===== config.mk =====
export PLATFORM = sky130hd
export DESIGN_NAME = pwm_dac_multi
export DESIGN_NICKNAME = d
export VERILOG_FILES = /design/src/rtl/pwm_dac_multi.sv
export SDC_FILE = /design/constraint.sdc
export NUM_CORES = 1
export LEC_CHECK = 0
export CAP_MARGIN = 20
export CORE_UTILIZATION = 45
export CTS_CLUSTER_SIZE = 25
export DETAILED_ROUTE_END_ITERATION = 16
export PLACE_DENSITY = 0.72
export SETUP_SLACK_MARGIN = 0.1
export SYNTH_ARGS = -nofsm -noshare
export SYNTH_HDL_FRONTEND = slang
export SYNTH_SLANG_ARGS = --single-unit

===== constraint.sdc =====
create_clock -name clk -period 3.3 [get_ports clk]
set_input_delay 0.99 -clock clk [delete_from_list [all_inputs] [get_ports clk]]
set_output_delay 0.99 -clock clk [all_outputs]
set_load 0.02 [all_outputs]

===== src/rtl/pwm_dac_multi.sv =====
// Multi-channel PWM DAC for the audio PWM clock domain.
// Duty values arrive through a valid/ready port into per-channel shadow
// registers. They are copied to the active registers only at period
// boundaries, or on any cycle while the block is idle, so no output ever
// sees a partial period. The counter is either an edge-aligned sawtooth or a
// center-aligned triangle.
// Optional build macro PWM_DITHER_EN: duty words carry FRAC_BITS fractional
// bits. A per-channel accumulator stretches some periods by one count so the
// long-term average includes the fraction.
module pwm_dac_multi #(
  parameter int CHANNELS       = 2,
  parameter int WIDTH          = 10,
  parameter int CENTER_ALIGNED = 0,
  parameter int FRAC_BITS      = 2,
  localparam int CW            = (CHANNELS > 1) ? $clog2(CHANNELS) : 1,
`ifdef PWM_DITHER_EN
  localparam int DW            = WIDTH + FRAC_BITS
`else
  localparam int DW            = WIDTH
`endif
) (
  input  logic                clk,
  input  logic                rst_n,
  input  logic                enable,
  input  logic                duty_valid,
  output logic                duty_ready,
  input  logic [CW-1:0]       duty_chan,
  input  logic [DW-1:0]       duty_data,
  output logic [CHANNELS-1:0] pwm_out,
  output logic                period_start
);

  localparam logic [WIDTH-1:0] MAX      = {WIDTH{1'b1}};
  localparam logic [WIDTH-1:0] ZERO     = {WIDTH{1'b0}};
  localparam logic [WIDTH-1:0] ONE      = WIDTH'(1'b1);
  localparam logic [CW:0]      CH_LIMIT = (CW + 1)'(CHANNELS);

  logic [WIDTH-1:0]    cnt_r;
  logic [WIDTH-1:0]    cnt_nxt_s;
  logic                dir_r;      // 0 = counting up, 1 = counting down
  logic                dir_nxt_s;
  logic                boundary_s;
  logic                xfer_s;
  logic                chan_ok_s;
  logic                accept_s;
  logic [DW-1:0]       shadow_r [CHANNELS];
  logic [DW-1:0]       active_r [CHANNELS];
  logic [CHANNELS-1:0] pending_r;
  logic [WIDTH-1:0]    duty_s [CHANNELS];
  logic [CHANNELS-1:0] pwm_nxt_s;

  // A boundary is the cnt==0 cycle of a running counter; while idle, every
  // cycle is a transfer point so that pending values land quickly.
  assign boundary_s = enable && (cnt_r == ZERO);
  assign xfer_s     = boundary_s || !enable;
  assign chan_ok_s  = ({1'b0, duty_chan} < CH_LIMIT);
  assign accept_s   = duty_valid && duty_ready;

  // Ready reflects the addressed channel; out-of-range channels always
  // accept, and the data is discarded.
  always_comb begin
    duty_ready = 1'b1;
    if (chan_ok_s) begin
      duty_ready = ~pending_r[duty_chan];
    end else begin
      duty_ready = 1'b1;
    end
  end

  // Next counter value: sawtooth 0..MAX, or triangle that turns at MAX and 1.
  always_comb begin
    cnt_nxt_s = cnt_r;
    dir_nxt_s = dir_r;
    if (!enable) begin
      cnt_nxt_s = ZERO;
      dir_nxt_s = 1'b0;
    end else if (CENTER_ALIGNED == 0) begin
      cnt_nxt_s = cnt_r + ONE;
      dir_nxt_s = 1'b0;
    end else if (!dir_r) begin
      if (cnt_r == MAX) begin
        cnt_nxt_s = MAX - ONE;
        dir_nxt_s = 1'b1;
      end else begin
        cnt_nxt_s = cnt_r + ONE;
        dir_nxt_s = 1'b0;
      end
    end else begin
      cnt_nxt_s = cnt_r - ONE;
      if (cnt_r == ONE) begin
        dir_nxt_s = 1'b0;
      end else begin
        dir_nxt_s = 1'b1;
      end
    end
  end

`ifdef PWM_DITHER_EN
  logic [WIDTH-1:0]     cur_r     [CHANNELS];
  logic [FRAC_BITS-1:0] acc_r     [CHANNELS];
  logic [FRAC_BITS-1:0] acc_nxt_s [CHANNELS];
  logic [FRAC_BITS:0]   acc_sum_s [CHANNELS];

  // Period duty: on a transfer the new integer part applies at once with a
  // cleared accumulator; on other boundaries the fraction accumulates and a
  // carry stretches this period by one count, saturating at MAX.
  always_comb begin
    for (int i = 0; i < CHANNELS; i++) begin
      acc_sum_s[i] = {1'b0, acc_r[i]} + {1'b0, active_r[i][FRAC_BITS-1:0]};
      acc_nxt_s[i] = acc_r[i];
      duty_s[i]    = cur_r[i];
      if (xfer_s && pending_r[i]) begin
        duty_s[i]    = shadow_r[i][DW-1:FRAC_BITS];
        acc_nxt_s[i] = {FRAC_BITS{1'b0}};
      end else if (boundary_s) begin
        acc_nxt_s[i] = acc_sum_s[i][FRAC_BITS-1:0];
        if (acc_sum_s[i][FRAC_BITS] && (active_r[i][DW-1:FRAC_BITS] != MAX)) begin
          duty_s[i] = active_r[i][DW-1:FRAC_BITS] + ONE;
        end else begin
          duty_s[i] = active_r[i][DW-1:FRAC_BITS];
        end
      end else begin
        duty_s[i]    = cur_r[i];
        acc_nxt_s[i] = acc_r[i];
      end
    end
  end

  // Hold the duty chosen for the current period and the dither accumulators.
  always_ff @(posedge clk or negedge rst_n) begin
    if (!rst_n) begin
      for (int i = 0; i < CHANNELS; i++) begin
        cur_r[i] <= ZERO;
        acc_r[i] <= {FRAC_BITS{1'b0}};
      end
    end else begin
      for (int i = 0; i < CHANNELS; i++) begin
        cur_r[i] <= duty_s[i];
        acc_r[i] <= acc_nxt_s[i];
      end
    end
  end
`else
  // Effective duty: a value transferring this cycle already governs the
  // compare, so the first period with a new duty is complete.
  always_comb begin
    for (int i = 0; i < CHANNELS; i++) begin
      duty_s[i] = active_r[i][WIDTH-1:0];
      if (xfer_s && pending_r[i]) begin
        duty_s[i] = shadow_r[i][WIDTH-1:0];
      end else begin
        duty_s[i] = active_r[i][WIDTH-1:0];
      end
    end
  end
`endif

  // Compare stage; MAX is forced high so that full scale is a true 100%.
  always_comb begin
    pwm_nxt_s = {CHANNELS{1'b0}};
    for (int i = 0; i < CHANNELS; i++) begin
      if (!enable) begin
        pwm_nxt_s[i] = 1'b0;
      end else if (duty_s[i] == MAX) begin
        pwm_nxt_s[i] = 1'b1;
      end else begin
        pwm_nxt_s[i] = (cnt_r < duty_s[i]);
      end
    end
  end

  // Counter, direction and registered period-start pulse.
  always_ff @(posedge clk or negedge rst_n) begin
    if (!rst_n) begin
      cnt_r        <= ZERO;
      dir_r        <= 1'b0;
      period_start <= 1'b0;
    end else begin
      cnt_r        <= cnt_nxt_s;
      dir_r        <= dir_nxt_s;
      period_start <= boundary_s;
    end
  end

  // Shadow capture on accept, shadow-to-active transfer, and output register.
  always_ff @(posedge clk or negedge rst_n) begin
    if (!rst_n) begin
      pending_r <= {CHANNELS{1'b0}};
      pwm_out   <= {CHANNELS{1'b0}};
      for (int i = 0; i < CHANNELS; i++) begin
        shadow_r[i] <= {DW{1'b0}};
        active_r[i] <= {DW{1'b0}};
      end
    end else begin
      pwm_out <= pwm_nxt_s;
      for (int i = 0; i < CHANNELS; i++) begin
        if (accept_s && chan_ok_s && (duty_chan == CW'(i))) begin
          shadow_r[i]  <= duty_data;
          pending_r[i] <= 1'b1;
        end else if (xfer_s && pending_r[i]) begin
          active_r[i]  <= shadow_r[i];
          pending_r[i] <= 1'b0;
        end
      end
    end
  end

endmodule


==> reports/metrics.yaml <==
outcome:
  outcome: "complete, no violations"
die:
  core_area_mm2: 0.00606
  start_util_pct: 47.5
  io_pins: 19
  fp.dieH_um: 82.0
  die-area_mm2: 0.00672
  rows: 28
  die-width_um: 82.0
logic_synthesis:
  async_flop_share_pct: 100
  synth_edf_count: 0
  syn-mean-instance-area_um2: 11.3
  ys_ff_latch: 55
  synth-seq-area-share_pct: 47.8
  ys.flop_type: "dfrtp_1"
  synth_area_mm2: 0.00288
  ys_types: 43
  synth.net_count: 286
  syn-instance-count: 255
  yosys_warnings: 0
timing:
  setup_slack_ps: 146
  fin_crit_ps: 3150
  finClkSkew_ps: 11.1
  hold_viol_final: 0
  setup_viol_count_final: 0
  slew-limit-headroom_pct: 35.6
  maxSlewViolCount: 0
  fmax_ghz: 0.317
  tightest_slew_ps: 965
  fin_hold_ws_ps: 541
  rsz0062_at_grt: "no"
  period_share_pct: 95.6
worst_hold_path:
  hold_path.startpoint: "active_r[15]"
  hold_path_depth: 1
  min_to: "active_r[15]"
  hold_path_class: "reg2reg"
global_routing:
  grt_usage_pct: 20.5
  grt_pass1_wl_um: 10000
  grt_overflow: 0
  grt_pass1_vias: 2005
  grt_max_degree: 44
  antenna_found_initial: 0
clock_tree:
  cts_tree: "yes"
  htree_levels: 2
  root_buffer: "clkbuf_8"
  cts_made_buffers: 5
  clk_latency_ps: 320
  clk_pin_slew_ps: 110
  clockBufferDepth: 2
  cts_sinks: 55
  cts_hold_buf: 0
cells_and_area:
  fill_cells: 526
  drive_above_1_share_pct: 27.8
  area_delta_synth_final_pct: 19.6
  layout_commonest_cell: "dfrtp_1"
  n_antenna_cell: 0
  fin_nets: 329
  mostFrequentLayoutCells: "dfrtp_1 (55), mux2_2 (35), inv_1 (24)"
setup_path:
  reg2regPathDepth: 14
  r2r_slack_ps: 230
  rr_startpoint: "cnt_r[0]"
  cp-start-kind: "primary input"
  criticalPathCategory: "in2out"
  crit_arrival_ps: 2160
  r2r_end: "pwm_out[0]"
  critPathRequiredTime_ps: 2310
  crit_path_max_incr_delay_ps: 550
  critPathMaxFanout: 3
  slowest_stage: "clkdlybuf4s50_1"
  crit_chain: "clkdlybuf4s50_1 -> mux2i_1 -> dlygate4sd2_1"
  crit_path_end_kind: "output port"
power_and_ir_drop:
  p_int_mw: 1.33
  sw_frac_of_total_pct: 32.6
  leakage_nw: 1.61
  p_seq_share_pct: 49.0
  power.density_mw_per_mm2: 574
  combPwrFrac_pct: 31.1
  p_sw_mw: 0.645
  pwr-share-clk_pct: 19.9
  ir_drop_mv: 0.392
placement:
  place_congestion: 0.784
  preCtsSetupSlack_ps: -148
  dp_hpwl_um: 4670
  io_buffers: 18
drt:
  wire_per_inst_um: 16.4
  drt_first_pass_iters: 4
  ant_nets: 0
  remaining_drc_errors: 0
  viasPerCell: 5.49
  drt_iter0_drc: 69
  num_vias: 2054
  finalWirelength_um: 6130
run:
  drv_cap: 0
what timing repair did:
item | in CTS | in global routing
buffers inserted | 0 | 2
pin swaps | 0 | 4
resized for setup | 2 | 7
setup endpoints to repair | 2 | 2
sequential cells by signal (all words and copies together), names as in the netlist:
register / count
active_r: 20
shadow_r: 20
cnt_r: 10
pending_r: 2
pwm_out: 2
period_start: 1
synthesized netlist by cell type, types with 2 or more instances:
master	count	area share (%)
and3_1	3	0.65
a21o_1	2	0.52
mux2_2	36	14
clkbuf_1	5	0.65
a41oi_1	2	0.61
nand4_1	8	1.7
ha_1	16	7.0
nand3_1	8	1.4
or3b_2	2	0.61
o21a_1	3	0.78
a211oi_1	2	0.52
nor2b_1	5	1.1
inv_1	24	3.1
a22o_1	3	0.91
and2_1	12	2.6
a21oi_1	3	0.52
mux2i_1	4	1.4
o21ai_0	4	0.70
nor2_1	7	0.91
a31oi_1	5	1.1
dfrtp_1	55	48
nor3_1	4	0.70
nor3b_1	2	0.52
nand2_1	14	1.8
xnor2_1	7	2.1
nor4_1	2	0.43
layout make-up:
cell class | instances | area, um2 | area share (%)
Clock buffer | 5 | 68.8 | 2.00
Tap cell | 75 | 93.8 | 2.72
Clock inverter | 3 | 25.0 | 0.726
Timing Repair Buffer | 42 | 367 | 10.6
Inverter | 24 | 90.1 | 2.61
Multi-Input combinational cell | 170 | 1430 | 41.4
Sequential cell | 55 | 1380 | 39.9
power groups by stage:
| stage | Clock (mW) | Combinational (mW) | Sequential, mW |
|---|---|---|---|
| after floorplan | 0 | 0.416 | 0.947 |
| after global placement | 0 | 0.583 | 0.976 |
| after detailed placement | 0 | 0.602 | 0.983 |
| after CTS | 0.404 | 0.605 | 0.968 |
| after global routing | 0.434 | 0.690 | 0.994 |
| final | 0.394 | 0.615 | 0.970 |
through the flow:
step                      instance area, um2  TNS [ps]  power, mW  util (%)  std cells
after global routing                    3450         0       2.12      56.9        374
after CTS                               3400         0       1.98      56.0        372
after global placement                  3300      -352       1.56      54.5        364
final                                   3450         0       1.98      56.9        374
after floorplan                         2880         0       1.36         -        255
after detailed placement                3300      -381       1.58      54.5        364
metal layers:
metal	up-vias	track usage, %	routed length, um
met5	-	0	0
met4	0	7.02	102
met3	8	4.00	122
met2	21	33.1	2950
met1	1037	27.4	2950
li1	988	-	-
cell families (layout without fill, tap and decap cells):
| kind of cell | after synthesis | count (layout) | synth area share, % |
|---|---|---|---|
| AO/OA/AOI/OAI | 33 | 33 | 8.73 |
| XOR/XNOR | 8 | 8 | 2.43 |
| adder cells (fa/ha/maj) | 18 | 18 | 7.69 |
| buffers and inverters | 30 | 74 | 3.91 |
| flip-flops | 55 | 55 | 47.8 |
| multiplexers | 41 | 41 | 16.0 |
| AND/OR/NAND/NOR | 70 | 70 | 13.5 |
worst max-delay path by stage:
stage / start / endpoint
final: duty_chan / duty_ready
after global routing: cnt_r[1] / pwm_out[0]
after CTS: cnt_r[0] / pwm_out[0]
after detailed placement: enable / pwm_out[0]
after global placement: duty_chan / duty_ready
after floorplan: enable / pwm_out[1]
worst max-delay path, delay by kind of cell:
kind     cells  cell delay, ps
buf+inv      2             910
mux          1             260
Note: power is estimated with default switching activity, not from simulation.
